$ cat src/rtl/jtcps1_pkg.sv
// Shared constants and types for the CPS1 palette copy path.
package jtcps1_pkg;

    localparam int PAL_PAGES     = 6;
    localparam int PAL_PAGE_SIZE = 512;

    localparam logic [2:0] PG_OBJ   = 3'd0;
    localparam logic [2:0] PG_SCR1  = 3'd1;
    localparam logic [2:0] PG_SCR2  = 3'd2;
    localparam logic [2:0] PG_SCR3  = 3'd3;
    localparam logic [2:0] PG_STAR1 = 3'd4;
    localparam logic [2:0] PG_STAR2 = 3'd5;

    typedef enum logic [2:0] {
        ST_IDLE,
        ST_ARM,
        ST_SCAN,
        ST_READ,
        ST_WRITE,
        ST_FIN
    } dma_state_t;

endpackage

$ cat src/rtl/jtcps1_pal_dma.sv
// Palette copy engine: on the first VB rise after a palette-base write, copies the
// enabled 512-word pages from VRAM into the mixer palette. Star pages need JTCPS1_STARPAL_EN.
module jtcps1_pal_dma
    import jtcps1_pkg::*;
#(
    parameter int PAGES = PAL_PAGES
)(
    input  logic        clk,
    input  logic        rst_n,
    input  logic        VB,
    input  logic        pal_copy,
    input  logic [7:0]  pal_base,
    input  logic [5:0]  pal_page_en,
    output logic        vram_cs,
    output logic [16:0] vram_addr,
    input  logic [15:0] vram_data,
    input  logic        vram_ok,
    output logic        pal_we,
    output logic [11:0] pal_addr,
    output logic [15:0] pal_data,
    output logic        busy,
    output logic        done
);

`ifdef JTCPS1_STARPAL_EN
    localparam logic [2:0] LAST_PAGE = 3'(PAGES);
`else
    localparam logic [2:0] LAST_PAGE = (PAGES < int'(PG_STAR1)) ? 3'(PAGES) : PG_STAR1;
`endif
    localparam logic [7:0] PAGE_MASK = 8'((1 << int'(LAST_PAGE)) - 1);

    dma_state_t  state_q, state_d;
    logic        pend_q, pend_d;
    logic        vb_q;
    logic [16:0] src_q, src_d;
    logic [2:0]  page_q, page_d;
    logic [8:0]  idx_q, idx_d;
    logic [7:0]  mask_q, mask_d;
    logic [15:0] data_q, data_d;
    logic        start;

    always_ff @(posedge clk) begin
        if (!rst_n) begin
            state_q <= ST_IDLE;
            pend_q  <= 1'b0;
            vb_q    <= 1'b0;
            src_q   <= '0;
            page_q  <= '0;
            idx_q   <= '0;
            mask_q  <= '0;
            data_q  <= '0;
        end else begin
            state_q <= state_d;
            pend_q  <= pend_d;
            vb_q    <= VB;
            src_q   <= src_d;
            page_q  <= page_d;
            idx_q   <= idx_d;
            mask_q  <= mask_d;
            data_q  <= data_d;
        end
    end

    always_comb begin
        state_d = state_q;
        pend_d  = pend_q;
        src_d   = src_q;
        page_d  = page_q;
        idx_d   = idx_q;
        mask_d  = mask_q;
        data_d  = data_q;
        start   = pend_q && VB && !vb_q && (state_q == ST_IDLE || state_q == ST_ARM);

        // A new request always wins, so a write landing on the start cycle is not lost
        if (pal_copy)   pend_d = 1'b1;
        else if (start) pend_d = 1'b0;

        unique case (state_q)
            ST_IDLE, ST_ARM: begin
                if (start) begin
                    state_d = ST_SCAN;
                    src_d   = {pal_base, 9'd0};
                    page_d  = '0;
                    mask_d  = {2'b00, pal_page_en} & PAGE_MASK;
                end else if (pend_q) begin
                    state_d = ST_ARM;
                end
            end
            ST_SCAN: begin
                if (page_q == LAST_PAGE) begin
                    state_d = ST_FIN;
                end else if (mask_q[page_q]) begin
                    idx_d   = '0;
                    state_d = ST_READ;
                end else begin
                    page_d = page_q + 3'd1;
                end
            end
            ST_READ: begin
                if (vram_ok) begin
                    data_d  = vram_data;
                    state_d = ST_WRITE;
                end
            end
            ST_WRITE: begin
                src_d = src_q + 17'd1;
                if (idx_q == 9'h1FF) begin
                    page_d  = page_q + 3'd1;
                    state_d = ST_SCAN;
                end else begin
                    idx_d   = idx_q + 9'd1;
                    state_d = ST_READ;
                end
            end
            ST_FIN:  state_d = pend_q ? ST_ARM : ST_IDLE;
            default: state_d = ST_IDLE;
        endcase
    end

    assign vram_cs   = (state_q == ST_READ);
    assign vram_addr = src_q;
    assign pal_we    = (state_q == ST_WRITE);
    assign pal_addr  = {page_q, idx_q};
    assign pal_data  = data_q;
    assign busy      = (state_q == ST_SCAN) || (state_q == ST_READ) ||
                       (state_q == ST_WRITE) || (state_q == ST_FIN);
    assign done      = (state_q == ST_FIN);

endmodule

$ cat config.mk
export PLATFORM = sky130hd
export DESIGN_NAME = jtcps1_pal_dma
export DESIGN_NICKNAME = d
export VERILOG_FILES = /design/src/rtl/jtcps1_pkg.sv /design/src/rtl/jtcps1_pal_dma.sv
export SDC_FILE = /design/constraint.sdc
export NUM_CORES = 1
export LEC_CHECK = 0
export ABC_AREA = 1
export BUFFER_PORTS_ARGS = -buffer_cell sky130_fd_sc_hd__clkbuf_2
export CAP_MARGIN = 10
export CORE_MARGIN = 4
export CORE_UTILIZATION = 41
export CTS_CLUSTER_SIZE = 12
export DETAILED_ROUTE_END_ITERATION = 6
export PLACE_DENSITY = 0.64
export SKIP_LAST_GASP = 1
export SYNTH_ARGS = -nofsm -noshare
export SYNTH_HDL_FRONTEND = slang
export SYNTH_SLANG_ARGS = --single-unit
$ cat constraint.sdc
create_clock -name clk -period 2.4 [get_ports clk]
set_input_delay 0.72 -clock clk [delete_from_list [all_inputs] [get_ports clk]]
set_output_delay 0.72 -clock clk [all_outputs]
set_load 0.02 [all_outputs]
==> run metrics <==
outcome completed; Synth area leaders dfxtp_1, nand2_1, nand3_1; top routing layer in use met4; layout net count 572; pwr/cell area 803 nW/um^2; total core area 6870 um^2; Setup TNS 0 ps; predominant post-synthesis flop cell dfxtp_1; M1 wire length 3480 um; GRT overflow 0; # diodes 0; pre-CTS setup slack 213 ps; Worst Hold Class register to register; slew margin rel. 65.0%; Syn-to-layout area delta 20.6%; TritonCTS clock tree done; Detailed Routing Iterations Pass 1 4; Clock Skews 14.7 ps; clock sinks 54; post-synth top area share 36.9%; Synth top cells by count nand2_1, nand3_1, dfxtp_1, nor2_1, inv_1; first-pass GRT wire length 12600 um; ys async rst share 0%; Yosys warnings 0; # IOs 84; clock latency on the worst-skew pair 310 ps; Static Leak 1.52 nW; DR vias/cell 4.90; post-synth cell types 26; Final Cycle Share 92.9%; fin util 51.5%; syn nets 495; Post-synth EDFFs 0; unrepaired setup endpoints after global routing false; hpwl dp 5560 um; total power 2.84 mW; Die ar. 8570 um^2; WL/cell 12.0 um; Critical Path Sink Type output port; Max Slew Vio Count 0; final setup fails 0; initial antenna violation count 0; fmax 449 MHz; largest net degree at the start of global routing 39; Final GP Congestion 0.834; Root Driver clkbuf_8; Mapped Cells 453; proportion of layout cells with a drive suffix above 1 21.1%; met3 routed WL 482 um; Worst Tran Pin Value 524 ps; WP data arrival 1510 ps; via count 3068; synthesized area 2930 um^2; min Tclk post-route 2230 ps; register area share after synthesis 36.9%; syn avg cell area 6.47 um^2; total wire length 7510 um; Die H 92.6 um; vias in the first global route 2779; flops & latches, synth 54; kind of critical path register to output port; crit-path max FO 6; met2 WL 3480 um; H-tree levels 2; Worst VDD drop 0.301 mV; number of buffers created by CTS 5; most frequent cell after synthesis nand2_1; CP required 1680 ps; GRT Util Overall 17.8%; Reg clk slew, reported paths 100 ps; Hold Fails Final Rpt 0; Die X 92.6 um; Starting Density 42.7%; post-CTS setup buffer count 0; worst setup margin 171 ps; FP Rows 30; drc violations 0; Startpoint Class register; CTS max path bufs 2; WHS 457 ps; area leader, netlist dfxtp_1; number of max-cap violations 0; Routed Antenna Nets 0; first-iteration detailed-routing DRC count 97; Buffers on Ports 81
==> layout by cell type, fill, tap and decap left out <==
cell and count:
clkinv_1 1, ha_1 7, o21ai_4 1, nor2_4 2, nor3_2 3, inv_1 50
nor2_1 51, o21ai_0 17, nand4_1 8, nand2_2 2, dfxtp_1 54, nor3_1 5
clkbuf_2 81, xor2_1 2, nor2_2 8, clkbuf_8 6, a21oi_1 49, a211oi_1 1
xnor2_1 2, bufinv_16 1, or2_2 1, a21oi_2 1, buf_4 5, inv_2 1
nand2_1 114, nand3_1 57
==> stage by stage <==
stage                     cell area (um^2)  instances
after floorplan                       2930        453
after global placement                3420        619
after detailed placement              3420        619
after CTS                             3530        626
after global routing                  3540        626
final                                 3540        626
==> final timing paths <==
| path | start | to | slack, ps | depth (start not counted) |
|---|---|---|---|---|
| worst min register to register | mask_q[2]$_SDFFE_PN0P_ | mask_q[2]$_SDFFE_PN0P_ | 460 | 2 |
| worst max register to register | idx_q[0]$_SDFFE_PN0P_ | page_q[0]$_SDFFE_PN0P_ | 300 | 13 |
| worst min-delay path | mask_q[2]$_SDFFE_PN0P_ | mask_q[2]$_SDFFE_PN0P_ | 460 | 2 |
| worst max-delay path | state_q[1]$_SDFFE_PN0P_ | vram_cs | 170 | 3 |
==> critical path, stage by stage (launching register included) <==
cell      delay [ps]
dfxtp_1          450
inv_1            120
nor3_2           360
clkbuf_2         260
==> logic make-up after synthesis <==
kind of cell | count (synthesis) | synth area share, %
AND/OR/NAND/NOR | 251 | 37.1
AO/OA/AOI/OAI | 69 | 12.4
buffers and inverters | 68 | 9.47
flip-flops | 54 | 36.9
adder cells (fa/ha/maj) | 7 | 2.99
XOR/XNOR | 4 | 1.19
==> final cells by class <==
class,instances,area [um^2]
Multi-Input combinational cell,331,1590
Timing Repair Buffer,86,443
Fill cell,726,3330
Tap cell,96,120
Clock buffer,6,82.6
Inverter,52,195
Clock inverter,1,30.0
Sequential cell,54,1080
==> layer usage <==
| layer | track usage (%) | vias to the layer above |
|---|---|---|
| met5 | 0 | - |
| met1 | 22.5 | 1378 |
| met2 | 29.8 | 73 |
| met4 | 4.70 | 0 |
| met3 | 5.04 | 7 |
| li1 | - | 1610 |
==> state kept, by name, indices dropped and copies added (netlist names) <==
register,count
mask_q,4
idx_q,9
page_q,3
pal_data,16
pend_q,1
state_q,3
vram_addr,17
vb_q,1
==> power breakdown <==
| group | switching, mW | leakage [nW] | internal, mW | total (mW) |
|---|---|---|---|---|
| clock network | 0.296 | 0.0573 | 0.334 | 0.630 |
| registers | 0.113 | 0.438 | 0.989 | 1.10 |
| logic | 0.757 | 1.02 | 0.354 | 1.11 |
==> repair_timing <==
| action | CTS | global route |
|---|---|---|
| setup endpoints to repair | 0 | 3 |
| hold buffers | 0 | 0 |
| resized for setup | 0 | 2 |
No activity file was read; power rests on OpenSTA's default activity.
